### src/rtl/hazard_ctrl_pkg.sv
// Shared types and constants for the pipeline hazard controller.
// Forwarding select codes, MD sequencer state encoding and a register-hit helper.
package hazard_ctrl_pkg;

    localparam logic [1:0] FWD_RF  = 2'b00;
    localparam logic [1:0] FWD_WB  = 2'b01;
    localparam logic [1:0] FWD_MEM = 2'b10;

    typedef enum logic [1:0] {
        MD_IDLE = 2'd0,
        MD_BUSY = 2'd1,
        MD_DONE = 2'd2
    } mdState_t;

    // A producer only counts when it writes the RF and is not targeting $0.
    function automatic logic regHit(input logic we, input logic [4:0] dst, input logic [4:0] src);
        return we && (dst != 5'd0) && (dst == src);
    endfunction

endpackage

### src/rtl/hazard_ctrl_md_seq.sv
// Mult/div occupancy sequencer: tracks how long the MD unit is busy and pulses mdDone.
//  state   | meaning
//  MD_IDLE | unit free
//  MD_BUSY | op in flight, cnt counts down to terminal 0
//  MD_DONE | last cycle, HI/LO written at end of this cycle
module hazard_ctrl_md_seq
    import hazard_ctrl_pkg::*;
#(
    parameter int MUL_CYCLES = 4,
    parameter int DIV_CYCLES = 32,
    parameter int CNT_W      = 6
) (
    input  logic clk,
    input  logic rst,
    input  logic mdStartE,
    input  logic mdIsDivE,
    output logic mdBusy,
    output logic mdDone
);

    localparam logic [CNT_W-1:0] MUL_LOAD = CNT_W'(MUL_CYCLES - 2);
    localparam logic [CNT_W-1:0] DIV_LOAD = CNT_W'(DIV_CYCLES - 2);

    mdState_t         state;
    logic [CNT_W-1:0] cnt;
    logic [CNT_W-1:0] loadVal;

    assign loadVal = mdIsDivE ? DIV_LOAD : MUL_LOAD;

    always_ff @(posedge clk) begin
        if (rst) begin
            state  <= MD_IDLE;
            cnt    <= '0;
            mdBusy <= 1'b0;
            mdDone <= 1'b0;
        end else begin
            case (state)
                MD_IDLE: begin
                    if (mdStartE) begin
                        state  <= MD_BUSY;
                        cnt    <= loadVal;
                        mdBusy <= 1'b1;
                    end
                end
                // A start request while busy cannot legally happen; it is ignored.
                MD_BUSY: begin
                    if (cnt == '0) begin
                        state  <= MD_DONE;
                        mdDone <= 1'b1;
                    end else begin
                        cnt <= cnt - CNT_W'(1);
                    end
                end
                MD_DONE: begin
                    mdDone <= 1'b0;
                    if (mdStartE) begin
                        state <= MD_BUSY;
                        cnt   <= loadVal;
                    end else begin
                        state  <= MD_IDLE;
                        mdBusy <= 1'b0;
                    end
                end
                default: begin
                    state  <= MD_IDLE;
                    cnt    <= '0;
                    mdBusy <= 1'b0;
                    mdDone <= 1'b0;
                end
            endcase
        end
    end

endmodule

### src/rtl/hazard_ctrl.sv
// Hazard controller for the 5-stage pipeline: stalls, flushes, forwarding and MD scheduling.
// Optional HAZARD_STATS_EN adds saturating stall/flush event counters.
module hazard_ctrl
    import hazard_ctrl_pkg::*;
#(
    parameter int MUL_CYCLES = 4,
    parameter int DIV_CYCLES = 32,
    parameter int CNT_W      = 6
) (
    input  logic       clk,
    input  logic       rst,
    input  logic [4:0] rsD,
    input  logic [4:0] rtD,
    input  logic       branchD,
    input  logic       takenD,
    input  logic       mdReadD,
    input  logic       mdOpD,
    input  logic [4:0] rsE,
    input  logic [4:0] rtE,
    input  logic [4:0] writeRegE,
    input  logic       regWriteE,
    input  logic       memToRegE,
    input  logic       mdStartE,
    input  logic       mdIsDivE,
    input  logic [4:0] writeRegM,
    input  logic       regWriteM,
    input  logic       memToRegM,
    input  logic [4:0] writeRegW,
    input  logic       regWriteW,
    output logic       stallF,
    output logic       stallD,
    output logic       flushD,
    output logic       flushE,
    output logic       forwardAD,
    output logic       forwardBD,
    output logic [1:0] forwardAE,
    output logic [1:0] forwardBE,
    output logic       mdBusy,
    output logic       mdDone
`ifdef HAZARD_STATS_EN
    ,
    output logic [31:0] stallCnt,
    output logic [31:0] flushCnt
`endif
);

    logic mdBusyQ;
    logic mdDoneQ;
    logic luStall;
    logic brStall;
    logic mdStall;
    logic anyStall;

    hazard_ctrl_md_seq #(
        .MUL_CYCLES(MUL_CYCLES),
        .DIV_CYCLES(DIV_CYCLES),
        .CNT_W     (CNT_W)
    ) uMdSeq (
        .clk     (clk),
        .rst     (rst),
        .mdStartE(mdStartE),
        .mdIsDivE(mdIsDivE),
        .mdBusy  (mdBusyQ),
        .mdDone  (mdDoneQ)
    );

    always_comb begin
        luStall   = 1'b0;
        brStall   = 1'b0;
        mdStall   = 1'b0;
        anyStall  = 1'b0;
        stallF    = 1'b0;
        stallD    = 1'b0;
        flushD    = 1'b0;
        flushE    = 1'b0;
        forwardAD = 1'b0;
        forwardBD = 1'b0;
        forwardAE = FWD_RF;
        forwardBE = FWD_RF;
        mdBusy    = 1'b0;
        mdDone    = 1'b0;
        // Outputs stay quiet for the whole reset cycle, not just after the edge.
        if (!rst) begin
            if (regHit(regWriteM, writeRegM, rsE))      forwardAE = FWD_MEM;
            else if (regHit(regWriteW, writeRegW, rsE)) forwardAE = FWD_WB;
            if (regHit(regWriteM, writeRegM, rtE))      forwardBE = FWD_MEM;
            else if (regHit(regWriteW, writeRegW, rtE)) forwardBE = FWD_WB;

            forwardAD = regHit(regWriteM, writeRegM, rsD);
            forwardBD = regHit(regWriteM, writeRegM, rtD);

            luStall = memToRegE && (regHit(regWriteE, writeRegE, rsD) ||
                                    regHit(regWriteE, writeRegE, rtD));
            brStall = branchD && (regHit(regWriteE, writeRegE, rsD) ||
                                  regHit(regWriteE, writeRegE, rtD) ||
                                  regHit(memToRegM, writeRegM, rsD) ||
                                  regHit(memToRegM, writeRegM, rtD));
            // DONE still counts as busy: HI/LO only land at the end of that cycle.
            mdStall  = mdBusyQ && (mdReadD || mdOpD);
            anyStall = luStall || brStall || mdStall;

            stallF = anyStall;
            stallD = anyStall;
            flushE = anyStall;
            flushD = takenD && !anyStall;
            mdBusy = mdBusyQ;
            mdDone = mdDoneQ;
        end
    end

`ifdef HAZARD_STATS_EN
    always_ff @(posedge clk) begin
        if (rst) begin
            stallCnt <= '0;
            flushCnt <= '0;
        end else begin
            if (stallD && (stallCnt != 32'hFFFF_FFFF)) stallCnt <= stallCnt + 32'd1;
            if (flushD && (flushCnt != 32'hFFFF_FFFF)) flushCnt <= flushCnt + 32'd1;
        end
    end
`endif

endmodule
### config.mk
export PLATFORM = sky130hd
export DESIGN_NAME = hazard_ctrl
export DESIGN_NICKNAME = d
export VERILOG_FILES = /design/src/rtl/hazard_ctrl_pkg.sv /design/src/rtl/hazard_ctrl_md_seq.sv /design/src/rtl/hazard_ctrl.sv
export SDC_FILE = /design/constraint.sdc
export NUM_CORES = 1
export LEC_CHECK = 0
export CAP_MARGIN = 20
export CORE_AREA = 2 2 43 85
export CTS_BUF_LIST = sky130_fd_sc_hd__clkbuf_8 sky130_fd_sc_hd__clkbuf_16
export CTS_CLUSTER_SIZE = 12
export DETAILED_ROUTE_END_ITERATION = 8
export DIE_AREA = 0 0 45 87
export PLACE_DENSITY_LB_ADDON = 0.25
export SETUP_SLACK_MARGIN = 0.02
export SLEW_MARGIN = 10
export SYNTH_ARGS = -nofsm -noshare
export SYNTH_HDL_FRONTEND = slang
export SYNTH_SLANG_ARGS = --single-unit
### constraint.sdc
create_clock -name clk -period 1.72 [get_ports clk]
set_clock_uncertainty 0.15 [all_clocks]
set_input_delay 0.172 -clock clk [delete_from_list [all_inputs] [get_ports clk]]
set_output_delay 0.172 -clock clk [all_outputs]
set_load 0.005 [all_outputs]
---- Word level (Yosys, flattened, before mapping) ----
Cells that the tools add are included.
word-level totals
  flip-flop bits (word level) ............. 10
  output and inout port bits .............. 12
operators by class
  add/sub/neg operators ................... 1
  equality and inequality tests ........... 15
  multiplexer cells ....................... 25
  bitwise logic cells ..................... 2
  reduce and logical (&&, ||, !) cells .... 35
operators by type and width
  operator                                           count
  == test 5 bit                                      8
  logical AND 1 bit                                  18
  nonzero test 5 bit                                 3
  two-way mux 1 bit                                  12
  two-way mux 2 bit                                  6
  two-way mux 6 bit                                  2
  one-hot mux 6 bit (2 select lines)                 1
  logical NOT 6 bit                                  1
  logical OR 1 bit                                   6
  != test 2 bit (second input constant)              3
  one-hot mux 2 bit (3 select lines)                 1
  AND reduction 2 bit                                3
  subtractor 6 x 1 -> 6 bit (second input constant)  1
  two-way mux 5 bit                                  1
  != test 2 x 1 -> 1 bit (second input constant)     2
  one-hot mux 1 bit (3 select lines)                 1
  AND reduction 3 bit                                1
  == test 2 x 1 -> 1 bit (second input constant)     1
  == test 2 bit (second input constant)              1
  logical NOT 2 bit                                  1
  NOT 1 bit                                          2
  one-hot mux 1 bit (2 select lines)                 1
  OR reduction 2 bit                                 1
  logical NOT 1 bit                                  1

---- Depth between registers and ports, before layout ----
  depth in word-level cells ............... 12
  mapped depth ............................ 7
  mapped depth without buffers ............ 7

---- By module ----
From an unflattened synthesis, not the netlist that was laid out.
unflattened totals
  cell total of the unflattened synthesis .. 149
  area total of the unflattened synthesis .. 1196.1 um^2
modules (own cells, without submodules)
  module              times used  cells an instance  area each (um^2)  sequential area each (um^2)
  hazard_ctrl         1           85                 645.6             0.0
  hazard_ctrl_md_seq  1           64                 550.5             200.2

---- Least setup slack after synthesis ----
No wires, ideal clock.
  kind .................................... in2out
  from .................................... input port writeRegM[3]
  to ...................................... output port stallD
  data arrival time ....................... 1.470 ns
  data required time ...................... 1.398 ns
  path slack .............................. -0.072 ns
  stages .................................. 7
  path through ............................ buf_2 -> xor2_1 -> nor3_1 -> nand3_1 -> a211o_1 -> a31oi_1 -> buf_4
between the ends
  cells in the longest elaborated chain, start to end .. 9
RTL lines
  element                            RTL line               RTL
  start: declaration                 hazard_ctrl.sv:25      input logic [4:0] writeRegM,
  nonzero test 5 bit                 hazard_ctrl_pkg.sv:17  return we && (dst != 5'd0) && (dst == src);
  logical AND 1 bit (2 in a row)     hazard_ctrl_pkg.sv:17
  logical OR 1 bit                   hazard_ctrl.sv:95      regHit(regWriteE, writeRegE, rtD) ||
  logical OR 1 bit (*)               hazard_ctrl.sv:96      regHit(memToRegM, writeRegM, rsD) ||
  logical AND 1 bit (*)              hazard_ctrl.sv:94      brStall = branchD && (regHit(regWriteE, writeRegE, rsD) ||
  logical OR 1 bit (*) (2 in a row)  hazard_ctrl.sv:100     anyStall = luStall || brStall || mdStall;
  two-way mux 1 bit (*)              --
  end: declaration                   hazard_ctrl.sv:31      output logic stallD,
Mark *: on every way between the ends. The rest lies on a longest branch, timed or not.

---- Worst setup path after layout ----
  from .................................... input port writeRegW[1]
  to ...................................... output port forwardBE[0]
between the ends
  cells in the longest elaborated chain, start to end .. 6
RTL lines
  element                RTL line               RTL
  start: declaration     hazard_ctrl.sv:28      input logic [4:0] writeRegW,
  nonzero test 5 bit     hazard_ctrl_pkg.sv:17
  logical AND 1 bit      hazard_ctrl_pkg.sv:17
  logical AND 1 bit (*)  hazard_ctrl_pkg.sv:17
  two-way mux 1 bit (*)  hazard_ctrl.sv:87      else if (regHit(regWriteW, writeRegW, rtE)) forwardBE = FWD_WB;
  two-way mux 2 bit (*)  hazard_ctrl.sv:86      if (regHit(regWriteM, writeRegM, rtE)) forwardBE = FWD_MEM;
  two-way mux 2 bit (*)  hazard_ctrl.sv:83      if (!rst) begin
  end: declaration       hazard_ctrl.sv:37      output logic [1:0] forwardBE,
Marks and branches as above.

==> results_dict.tcl <==
set metrics [dict create \
    maxSlewViolCount 0 \
    start_util 0.344 \
    synth_fa_ha_area_frac 0.0198 \
    cts_tree "done" \
    cp.required_ps 1400 \
    hold_viol_final 0 \
    min_from "rst" \
    post_synth_mux_area_share 0 \
    crit_family "simple AND/OR/NAND/NOR gates" \
    place_ws_ps -916 \
    setup_tns_ps -255 \
    slowest_delay_ps 550 \
    synth_edf_count 0 \
    max_freq_ghz 0.539 \
    status "finished, violations left" \
    ys_seq_area_frac 0.176 \
    synth_top_family_by_area "XOR/XNOR gates" \
    grt_pass1_vias 1389 \
    whs_endpoint "uMdSeq.state[0]" \
    area_growth_pct 89.1 \
    postCtsHoldBufs 0 \
    grt_overflow 0 \
    cts_sinks 10 \
    grt_usage 0.194 \
    die_x_microns 45 \
    r2r_end "uMdSeq.cnt[0]" \
    synthCells 147 \
    drive_gt1_frac 0.411 \
    violations "negative setup slack" \
    crit_top_cell "or4_4" \
    routedWlPerCell_microns 13.0 \
    timing.max_cap.violations 0 \
    design.die.area_sq_mm 0.00392 \
    setup_viol 5 \
    port_buffers 59 \
    hpwl_microns 2880 \
    finalCritPeriodShare 1.08 \
    gp_congestion 0.778 \
    wirelength_microns 3630 \
    holdCritPathClass "input pin to register" \
    cts-root-buf "clkbuf_8" \
    layout_commonest_cell "buf_4" \
    drt_pass1_iterations 4 \
    ys_ff_latch 10 \
    hold_slack_ps 340 \
    route.detailed.drc 0 \
    ys_warn_count 0 \
    insertion_delay_ps 240 \
    grt_pass1_wl_microns 5830 \
    synth_xor_area_frac 0.316 \
    clock_path_buffers 2 \
    crit_path_end_kind "output port" \
    antenna_found_initial 0 \
    row_count 30 \
    ant_nets 0 \
    synth.distinct_cells 39 \
    cts-buffers-inserted 3 \
    core_area_sq_mm 0.00330 \
    ir_worst_vdd_mv 0.546 \
    final_cell_mix "40 x buf_4, 22 x xor2_1, 20 x buf_2, 16 x xnor2_1, 13 x clkdlybuf4s50_1" \
    synthFlopType "dfxtp_1" \
    period_minus_slack_ps 1860 \
    vias_per_cell 5.05 \
    htreeDepth 1 \
    r2r_slack_ps 60 \
    hold_depth 3 \
    cp-start-kind "input pin" \
    r2r_start "uMdSeq.cnt[0]" \
    cp_cell_sequence "clkdlybuf4s15_1 -> or4_4 -> o21ai_2 -> or4_4 -> nor4_4 -> buf_2" \
    synth_nets 196 \
    layout.nets 296 \
    cp_max_fo 2 \
    p_per_area_mw_per_mm2 530 \
    ys_async_sr_fraction 0 \
    io_pins 60 \
    crit_type "input pin to output port" \
    critPathBufInv 2 \
    rr_worst_depth 7 \
    fin_ws_ps -135 \
    rsz0062_at_grt "yes" \
    drtIter0Drc 12 \
    n_antenna_cell 0 \
    synth.avg_cell_area_sq_um 7.72 \
    die_y_microns 87 \
    clkSlewWorstSetupHoldPaths_ps 50 \
    synth_compound_area_frac 0.136 \
    cpMaxStageDelayCell "or4_4" \
    maxSlewHeadroom 0.777 \
    worstMarginPinSlew_ps 332 \
    vias 1405 \
    grt_max_degree 18 \
    cellLeakagePower_nw 0.948 \
    mappedNetlistArea_sq_mm 0.00113 \
    yosys.area_share.simple 0.292 \
    critPathArrivalTime_ps 1530 \
]
[cell type report]
type | instances | area, sq um
inverter | 4 | 15.0
timing repair buffer | 104 | 847
multi-input combinational | 124 | 986
fill | 301 | 1160
tap | 32 | 40.0
sequential | 10 | 203
clock buffer | 4 | 55.1
[worst register-to-register path: stages (launching register included)]
cell	delay, ps
dfxtp_2	330
inv_1	80
ha_2	170
and4bb_1	240
a21oi_2	80
buf_4	150
and2_0	140
a211oi_1	220
[how the worst max path moves through the flow]
stage	cells after the start	endpoint	startpoint	slack, ps
CTS	7	forwardBE[0]	writeRegM[3]	-130
detailed placement	6	forwardBE[0]	writeRegM[1]	-920
global route	6	forwardBE[0]	writeRegW[1]	-200
floorplan	7	stallD	writeRegM[4]	3
finish	6	forwardBE[0]	writeRegW[1]	-140
global placement	7	flushE	writeRegM[3]	-890
[through the flow]
| stage | utilization | instance area (sq um) | power (mW) | instances |
|---|---|---|---|---|
| after global routing | 0.650 | 2150 | 1.21 | 278 |
| after CTS | 0.639 | 2110 | 1.13 | 276 |
| after floorplan | - | 1160 | 0.540 | 147 |
| final | 0.650 | 2150 | 1.14 | 278 |
| after global placement | 0.599 | 1980 | 0.795 | 263 |
| after detailed placement | 0.599 | 1980 | 0.806 | 263 |
[timing repair]
| item | CTS | global route |
|---|---|---|
| resized for setup | 161 | 10 |
| pin swaps | 30 | 5 |
| setup endpoints to repair | 14 | 12 |
| gates cloned | 0 | 0 |
| buffers inserted | 10 | 2 |
[where the power goes]
part	total (mW)	switching (mW)	internal, mW
Combinational	0.541	0.236	0.305
Sequential	0.293	0.0296	0.263
Clock	0.304	0.102	0.202
[flip-flops by register name, indices dropped and copies added (netlist names)]
signal	cells
uMdSeq.mdDone	1
uMdSeq.mdBusy	1
uMdSeq.state	2
uMdSeq.cnt	6
[Yosys cell counts (2+ instances only)]
cell      number  share of area
and3_1         2          0.011
xor2_1        24           0.19
inv_1          4          0.013
nor2_1        11          0.036
nor3_1         9          0.040
a21oi_1        7          0.031
or4_1          4          0.026
a31oi_1        2          0.011
nor4_2         2          0.022
nor4_1         3          0.017
o21ai_1        2         0.0088
buf_2          3          0.013
dfxtp_1       10           0.18
o21ai_0        5          0.022
buf_4          2          0.013
clkbuf_1       3         0.0099
nor2b_1        5          0.028
nand3_1        7          0.031
nand2b_1       2          0.011
nand2_1        5          0.017
xnor2_1       17           0.13
[metal layers]
metal	GRT usage	wire length (microns)
met3	0.0415	221
met5	0	0
met4	0.0321	11
met2	0.356	1920
met1	0.222	1470
[kinds of logic (layout without fill, tap and decap cells)]
kind of cell               after synthesis  in the layout
and+or+nand+nor                         57             57
xor gates and xnor gates                41             41
AOI/OAI and AO/OA                       24             24
buffers and inverters                   13            112
DFF                                     10             10
adders and majority gates                2              2
Power figures use the tool's default switching activity.
